<file path="src/rtl/keypad_entry.sv">
// Keypad digit-entry controller: debounced-by-edge key capture, BCD entry register,
// ASCII key echo strobe and multiplexed 7-segment display scan.
module keypad_entry #(
  parameter int NUM_DIGITS = 4,
  parameter int SCAN_DIV   = 1000
) (
  input  logic                    clk,
  input  logic                    rst,
  input  logic [11:0]             i_sw_push,
  output logic [7:0]              o_seg,
  output logic [NUM_DIGITS-1:0]   o_seg_com,
  output logic [4*NUM_DIGITS-1:0] o_value,
  output logic [3:0]              o_count,
  output logic                    o_full,
  output logic [7:0]              o_lcd_data,
  output logic                    o_lcd_valid
);

  // state | meaning
  // IDLE  | no key down; next nonzero sample may be accepted
  // HELD  | key(s) down; waiting for all-zero sample before another event

  localparam int CW = (SCAN_DIV > 1) ? $clog2(SCAN_DIV) : 1;
  localparam int IW = (NUM_DIGITS > 1) ? $clog2(NUM_DIGITS) : 1;
  localparam logic [3:0]    FULL_CNT  = 4'(NUM_DIGITS);
  localparam logic [CW-1:0] SCAN_LAST = CW'(SCAN_DIV - 1);
  localparam logic [IW-1:0] IDX_LAST  = IW'(NUM_DIGITS - 1);

  typedef enum logic {IDLE, HELD} state_t;

  state_t state, state_nxt;
  logic [11:0] sample;
  logic        accept;
  logic        one_hot;
  logic        is_digit, is_clear, is_bs;
  logic [3:0]  digit;

  logic [4*NUM_DIGITS-1:0] value_nxt;
  logic [3:0]              count_nxt;
  logic [7:0]              lcd_data_nxt;
  logic                    lcd_valid_nxt;

  logic [CW-1:0] scan_cnt;
  logic [IW-1:0] idx;
  logic [3:0]    cur_bcd;
  logic          cur_show;
  logic [7:0]    seg_nxt;

  function automatic logic [7:0] seg_code(input logic [3:0] bcd);
    logic [7:0] code;
    case (bcd)
      4'd0:    code = 8'hFC;
      4'd1:    code = 8'h60;
      4'd2:    code = 8'hDA;
      4'd3:    code = 8'hF2;
      4'd4:    code = 8'h66;
      4'd5:    code = 8'hB6;
      4'd6:    code = 8'hBE;
      4'd7:    code = 8'hE0;
      4'd8:    code = 8'hFE;
      4'd9:    code = 8'hF6;
      default: code = 8'h00;
    endcase
    return code;
  endfunction

  assign one_hot = (sample != 12'h000) && ((sample & (sample - 12'h001)) == 12'h000);
  assign is_clear = sample[1];
  assign is_bs    = sample[0];
  assign o_full   = (o_count == FULL_CNT);

  // Digit d lives on bit 11-d; only meaningful when the sample is one-hot.
  always_comb begin
    is_digit = 1'b0;
    digit    = 4'd0;
    for (int i = 0; i < 10; i++) begin
      if (sample[11-i]) begin
        is_digit = 1'b1;
        digit    = 4'(i);
      end
    end
  end

  always_ff @(posedge clk or negedge rst) begin
    if (!rst) begin
      state  <= IDLE;
      sample <= 12'h000;
    end else begin
      state  <= state_nxt;
      sample <= i_sw_push;
    end
  end

  always_comb begin
    state_nxt = state;
    accept    = 1'b0;
    case (state)
      IDLE: begin
        if (sample != 12'h000) begin
          state_nxt = HELD;
          accept    = one_hot;
        end
      end
      HELD: begin
        if (sample == 12'h000) state_nxt = IDLE;
      end
      default: state_nxt = IDLE;
    endcase
  end

  always_comb begin
    value_nxt     = o_value;
    count_nxt     = o_count;
    lcd_data_nxt  = o_lcd_data;
    lcd_valid_nxt = 1'b0;
    if (accept) begin
      if (is_clear) begin
        value_nxt     = '0;
        count_nxt     = 4'd0;
        lcd_data_nxt  = 8'h20;
        lcd_valid_nxt = 1'b1;
      end else if (is_bs) begin
        if (o_count != 4'd0) begin
          value_nxt     = o_value >> 4;
          count_nxt     = o_count - 4'd1;
          lcd_data_nxt  = 8'h08;
          lcd_valid_nxt = 1'b1;
        end
      end else if (is_digit && !o_full) begin
        value_nxt       = o_value << 4;
        value_nxt[3:0]  = digit;
        count_nxt       = o_count + 4'd1;
        lcd_data_nxt    = 8'h30 + {4'h0, digit};
        lcd_valid_nxt   = 1'b1;
      end
    end
  end

  always_ff @(posedge clk or negedge rst) begin
    if (!rst) begin
      o_value     <= '0;
      o_count     <= 4'd0;
      o_lcd_data  <= 8'h20;
      o_lcd_valid <= 1'b0;
    end else begin
      o_value     <= value_nxt;
      o_count     <= count_nxt;
      o_lcd_data  <= lcd_data_nxt;
      o_lcd_valid <= lcd_valid_nxt;
    end
  end

  // Display scan runs independently of key handling, so both can act in one cycle.
  always_ff @(posedge clk or negedge rst) begin
    if (!rst) begin
      scan_cnt <= '0;
      idx      <= '0;
    end else if (scan_cnt == SCAN_LAST) begin
      scan_cnt <= '0;
      idx      <= (idx == IDX_LAST) ? '0 : idx + 1'b1;
    end else begin
      scan_cnt <= scan_cnt + 1'b1;
    end
  end

  always_comb begin
    o_seg_com      = '1;
    o_seg_com[idx] = 1'b0;
  end

  always_comb begin
    cur_bcd  = 4'd0;
    cur_show = 1'b0;
    for (int i = 0; i < NUM_DIGITS; i++) begin
      if (idx == IW'(i)) begin
        cur_bcd  = o_value[4*i +: 4];
        cur_show = (4'(i) < o_count);
      end
    end
    seg_nxt = cur_show ? seg_code(cur_bcd) : 8'h00;
  end

  always_ff @(posedge clk or negedge rst) begin
    if (!rst) o_seg <= 8'h00;
    else      o_seg <= seg_nxt;
  end

endmodule

</file>
<file path="config.mk">
export PLATFORM = sky130hd
export DESIGN_NAME = keypad_entry
export DESIGN_NICKNAME = d
export VERILOG_FILES = /design/src/rtl/keypad_entry.sv
export SDC_FILE = /design/constraint.sdc
export NUM_CORES = 1
export LEC_CHECK = 0
export CORE_ASPECT_RATIO = 1.75
export CORE_MARGIN = 2
export CORE_UTILIZATION = 30
export DETAILED_ROUTE_END_ITERATION = 16
export PLACE_DENSITY = 0.58
export SLEW_MARGIN = 0
export SYNTH_ARGS = -nofsm -noshare
export SYNTH_HDL_FRONTEND = slang
export SYNTH_SLANG_ARGS = --single-unit
</file>
<file path="constraint.sdc">
create_clock -name clk -period 3.98 [get_ports clk]
set_clock_uncertainty 0.15 [all_clocks]
set_input_delay 0.796 -clock clk [delete_from_list [all_inputs] [get_ports clk]]
set_output_delay 0.796 -clock clk [all_outputs]
set_load 0.03 [all_outputs]
</file>
Word level (Yosys, flattened, before mapping)

Memory sizes are Yosys's and may differ from the RTL's.
Index checks and enable logic that the tools add are counted.

Memories kept: 1
Word-level logic and storage cells: 96
Memory bits (read-only): 112
Input bits: 14
Output and inout port bits: 42
Register bits after elaboration: 62

Memory list:

| name             | depth | bits a word | rd ports | clocked after Yosys merged registers in | write ports | line | source |
|---|---|---|---|---|---|---|---|
| (name not given) | 16    | 7           | 1        | 0                                       | 0           | 51   | `case (bcd)` |

Bitwise operators: 3
Muxes and demuxes: 54
Reduce and logical (&&, ||, !) cells: 11
Add/subtract/negate cells: 6
Order comparisons: 6
Equality and inequality tests: 6

Operators with widths:

| operator                                              | number |
|---|---|
| 2-to-1 mux 16 bit                                     | 4 |
| 2-to-1 mux 4 bit                                      | 14 |
| 2-to-1 mux 8 bit                                      | 5 |
| 2-to-1 mux 1 bit                                      | 25 |
| logical NOT 12 bit                                    | 2 |
| AND 12 bit                                            | 1 |
| nonzero test 12 bit                                   | 1 |
| subtractor 12 x 1 -> 12 bit, second input constant    | 1 |
| adder 10 x 1 -> 10 bit, second input constant         | 1 |
| equality test 10 bit, second input constant           | 1 |
| 2-to-1 mux 10 bit                                     | 1 |
| < comparator 1 x 4 -> 1 bit, first input constant     | 2 |
| < comparator 2 x 4 -> 1 bit, first input constant     | 2 |
| adder 6 x 4 -> 7 bit, first input constant            | 1 |
| 2-to-1 mux 2 bit                                      | 3 |
| adder 4 x 1 -> 4 bit, second input constant           | 1 |
| equality test 2 bit, second input constant            | 2 |
| equality test 4 x 3 -> 1 bit, second input constant   | 1 |
| inverter 4 bit                                        | 1 |
| nonzero test 4 bit                                    | 1 |
| subtractor 4 x 1 -> 4 bit, second input constant      | 1 |
| logical AND 1 bit                                     | 3 |
| < comparator 2 x 3 -> 1 bit, second input constant    | 1 |
| inequality test 3 x 1 -> 1 bit, second input constant | 1 |
| 10 further kinds                                      | 10 |

Logic depth before layout (Yosys ltp)

Depth in word-level cells: 15
Gate-level depth with buffers: 11
Mapped depth without buffers: 10

Worst setup path after synthesis

OpenSTA, ideal clock, no wires.

Path type: register to register
Start point: register sample[0]
End point: register o_lcd_data[0]
Cell stages (with the launch flop): 9
Data required time: 3.705 ns
Library setup time: 0.125 ns
Setup slack: 1.176 ns
Arrival time: 2.529 ns
Period minus slack after synthesis: 2.804 ns
Buffers on the path: 3
Cells stage by stage: dfrtp_1 -> buf_6 -> or4_4 -> buf_6 -> or3_1 -> and3_4 -> nor3_4 -> buf_12 -> mux2_4

Word-level cells in the longest chain between the ends: 7
Elaborated cells on any way between the ends: 12
Those cells by class: add/sub (1); eq/ne (1); mux (4); bitwise (1); reduce/logical (5)

Ends and longest elaborated chain:

| item                                 | line | source |
|---|---|---|
| start: declaration                   | 32   | `logic [11:0] sample;` |
| start signal: assignment             | 90   | `sample <= i_sw_push;` |
| subtractor 12 x 1 -> 12 bit          | 67   | `assign one_hot = (sample != 12'h000) && ((sample & (sample - 12'h001)) == 12'h000);` |
| AND 12 bit                           | 67   |  |
| logical NOT 12 bit                   | 67   |  |
| logical AND 1 bit                    | 67   |  |
| 2-to-1 mux 1 bit                     | 99   | `if (sample != 12'h000) begin` |
| 2-to-1 mux 1 bit                     | 97   | `case (state)` |
| AND reduction 3 bit (no source line) | -    |  |
| end signal: assignment               | 148  | `o_lcd_data <= lcd_data_nxt;` |
| end: declaration                     | 15   | `output logic [7:0] o_lcd_data,` |

Parallel ways exist; a longest one is shown, timed or not.
A chain may end at the register's enable or synchronous reset.

Final worst setup path

Start point: register idx[0]
End point: output port o_seg_com[2]

Word-level cells in the longest chain between the ends: 5
Elaborated cells on any way between the ends: 6
Those cells by class: order compare (2); mux (2); bitwise (1); reduce/logical (1)

Ends and longest elaborated chain:

| item                                                                                                                   | line | source |
|---|---|---|
| start: declaration                                                                                                     | 44   | `logic [IW-1:0] idx;` |
| start signal: assignment                                                                                               | 160  | `idx <= (idx == IDX_LAST) ? '0 : idx + 1'b1;` |
| < comparator 2 x 3 -> 1 bit (not written as such) / greater-or-equal comparator 2 x 1 -> 1 bit (equally long branches) | 168  | `o_seg_com[idx] = 1'b0;` |
| logical AND 1 bit (not written as such)                                                                                | 168  |  |
| 2-to-1 mux 1 bit (not written as such)                                                                                 | 168  |  |
| demux 1 bit (select 2 bit) *                                                                                           | 168  |  |
| inverter 4 bit (no source line) *                                                                                      | -    |  |
| end: declaration                                                                                                       | 11   | `output logic [NUM_DIGITS-1:0] o_seg_com,` |

Every way passes the cells marked *; elsewhere a longest branch is shown, timed or not.

==> flow_summary_export.csv <==
group,metric,value,unit
run_status,status,"complete, no violations",
worst_setup_path,crit_type,"reg2out",
flow_run,max-cap-violations,0,
floorplan,core_area,10300,sq um
floorplan,ios,56,
floorplan,rows,49,
place,place_area,3800,sq um
worst_setup_path,crit_start,"idx[0]",
drt,drt_iter0_drc,128,
place,io_buffers,52,
worst_setup_path,r2r-start,"idx[1]",
synthesis,synth.distinct_cells,51,
floorplan,die_area,11500,sq um
timing,tightestPinTransition,0.792,ns
synthesis,syn_area_per_cell,10.7,sq um
floorplan,dieHeight,140,um
clocking,cts_hold_buf,0,
worst_setup_path,crit_fanout,7,
timing,setup_viol,0,
place,gp_congestion,0.815,
clocking,clk_pin_slew,0.05,ns
global_route,grt_antenna_before_repair,0,
timing,fmax,0.338,GHz
global_route,grt_pass1_vias,2491,
cells_and_area,fillers,1029,
clocking,clockBufferDepth,2,
floorplan,start_util,30.8,%
pwr,p_total,0.00144,W
pwr,cellLeakagePower,1.79,nW
synthesis,async_reset_ff_share,100,%
global_route,grt_util_all_layers,14.3,%
place,dp_hpwl,5.44,mm
clocking,ctsRootBufferMaster,"clkbuf_16",
timing,fin_crit,2.96,ns
global_route,grt_pass1_wl,12.4,mm
worst_setup_path,cp_data_arrival_time,2.01,ns
synthesis,ys_warn_count,0,
clocking,clock_sinks,59,
pwr,p_per_area,351,nW/um^2
drt,avgViaCountPerCell,5.06,
floorplan,die_x,81.8,um
timing,setup_ws,1.02,ns
synthesis,synthCells,298,
worst_setup_path,endpoint_kind,"output port",
clocking,post_cts_buffers,0,
timing,final_hold_viol_count,0,
drt,wl_per_cell,15.4,um
pwr,ir_worst_vdd,248,uV
worst_setup_path,worst_setup_path_start_kind,"flip-flop",
cells_and_area,drive_above_1_share,11.4,%
worst_setup_path,cp-endpoint,"o_seg_com[2]",
worst_setup_path,required,3.03,ns
worst_setup_path,r2r_slack,1.08,ns
clocking,cts_tree,"built",
worst_setup_path,r2r-end,"o_seg[1]",
timing,fin_crit_sh,74.4,%
clocking,cts_max_level,3,
clocking,clkLatencyLatePin,0.33,ns
timing,rsz0062_at_grt,"false",
timing,slew_violations,0,
place,dp_slack,1.14,ns
synthesis,synth-seq-area-share,46.6,%
drt,drt.antenna.violating_nets,0,
worst_hold_path,min_path_type,"reg2reg",
cells_and_area,nNetsFinal,381,
worst_setup_path,rr_worst_depth,10,
global_route,overflow,0,
synthesis,synth_edf_count,0,
cells_and_area,diodes,0,
drt,firstDrtPassIters,4,
clocking,numCtsBuffers,9,
drt,drc,0,
timing,slew_headroom,47.2,%
cells_and_area,area_growth,28.8,%
drt,wirelength,7.46,mm
synthesis,syn-cell-area,3170,sq um
synthesis,ys_ff_latch,59,
timing,fin_tns_setup,0,ns
global_route,grt_max_degree,37,
drt,num_vias,2459,
cells_and_area,fin_area,4090,sq um
clocking,cts.repair.resized,0,
synthesis,synthFlopType,"dfrtp_1",
-- placed cells by master, fill, tap and decap left out, types with 3 or more instances in the layout --
| master | n |
|---|---|
| clkbuf_16 | 9 |
| xnor2_1 | 3 |
| a21boi_0 | 3 |
| mux2_2 | 8 |
| o21ai_0 | 12 |
| inv_1 | 19 |
| ha_1 | 13 |
| nand3_1 | 8 |
| xor2_1 | 6 |
| mux2i_1 | 15 |
| nand3b_1 | 3 |
| conb_1 | 3 |
| clkdlybuf4s50_1 | 51 |
| nor3_1 | 4 |
| nor2_1 | 26 |
| dfrtp_1 | 58 |
| mux2_4 | 10 |
| a21oi_1 | 21 |
| nand4_1 | 4 |
| a21o_1 | 6 |
| and3b_1 | 3 |
| a211o_1 | 3 |
| buf_4 | 3 |
| nand2_1 | 15 |
| and3_1 | 3 |
| nor2b_1 | 6 |
| clkbuf_1 | 4 |
-- kinds of logic after synthesis --
group,synth area share (%)
simple gates,15.0
compound gates,13.1
other cells,0.118
flops,46.6
buf+inv,5.36
fa+ha+maj,5.12
mux,12.3
xor+xnor,2.48
-- synth_stat cells (all sizes together) (2+ instances only) --
cell	instances	area, sq um
o21ai	12	60.1
nor3	5	36.3
a211o	3	26.3
o31ai	2	15.0
a311oi	2	17.5
o221ai	2	17.5
nor2b	6	37.5
a31oi	2	12.5
inv	19	71.3
nand3	8	40.0
ha	13	163
nand2	15	56.3
mux2	18	240
nor2	26	97.6
buf	7	76.3
xnor2	3	26.3
and3	4	30.0
nand4	4	25.0
dfrtp	58	1450
o211ai	2	15.0
nand3b	3	22.5
a22o	2	17.5
a21o	6	45.0
a21boi	3	22.5
xor2	6	52.6
and2	2	12.5
a21oi	21	105
mux2i	15	150
and4b	2	20.0
a22oi	2	15.0
or4	3	26.3
and3b	3	26.3
or3	2	12.5
clkbuf	6	22.5
-- report_power, final --
| group | internal (W) | total (W) | switching, W |
|---|---|---|---|
| clock network | 0.000500 | 0.000755 | 0.000255 |
| registers | 0.000608 | 0.000617 | 0.00000888 |
| logic | 0.0000261 | 0.0000643 | 0.0000383 |
-- through the flow --
step / utilization [%] / instances / hold WS (ns)
2_1_floorplan: - / 300 / 0.305
3_3_place_gp: 36.9 / 470 / 0.321
3_5_place_dp: 36.9 / 470 / 0.331
4_1_cts: 39.7 / 486 / 0.336
5_1_grt: 39.7 / 486 / 0.355
6_report: 39.7 / 486 / 0.330
-- cell type report --
| type | instances | area (sq um) | share of cell area, % |
|---|---|---|---|
| multi-input combinational | 209 | 1530 | 37.5 |
| clock inverter | 2 | 35.0 | 0.857 |
| tap | 127 | 159 | 3.89 |
| clock buffer | 14 | 254 | 6.21 |
| timing repair buffer | 56 | 558 | 13.6 |
| sequential | 59 | 1480 | 36.1 |
| inverter | 19 | 71.3 | 1.74 |
-- worst max-delay path: stages, from the launching register on --
cell and delay [ns]:
dfrtp_1 0.38, inv_1 0.10, ha_1 0.27, inv_1 0.20
clkdlybuf4s50_1 0.73
-- metal layers --
metal,GRT usage [%],part of all wire [%],vias to the layer above
met2,24.1,53,63
met3,4.06,4.2,16
met4,6.14,2.6,0
li1,-,-,1157
met1,16.4,40,1223
met5,0,0,-
-- state kept, by name, indices dropped and copies added (netlist names) --
| name | flops |
|---|---|
| o_lcd_data | 6 |
| state | 1 |
| sample | 12 |
| idx | 2 |
| o_lcd_valid | 1 |
| o_seg | 7 |
| o_count | 4 |
| o_value | 16 |
| scan_cnt | 10 |
-- worst min-delay path by stage --
stage	depth (start not counted)	slack [ns]	start	to
after global routing	1	0.36	scan_cnt[0]	scan_cnt[0]
after detailed placement	1	0.33	scan_cnt[0]	scan_cnt[0]
after CTS	1	0.34	scan_cnt[0]	scan_cnt[0]
after floorplan	1	0.30	scan_cnt[0]	scan_cnt[0]
after global placement	1	0.32	scan_cnt[0]	scan_cnt[0]
final	1	0.33	scan_cnt[0]	scan_cnt[0]
(Power assumes the default switching activity.)
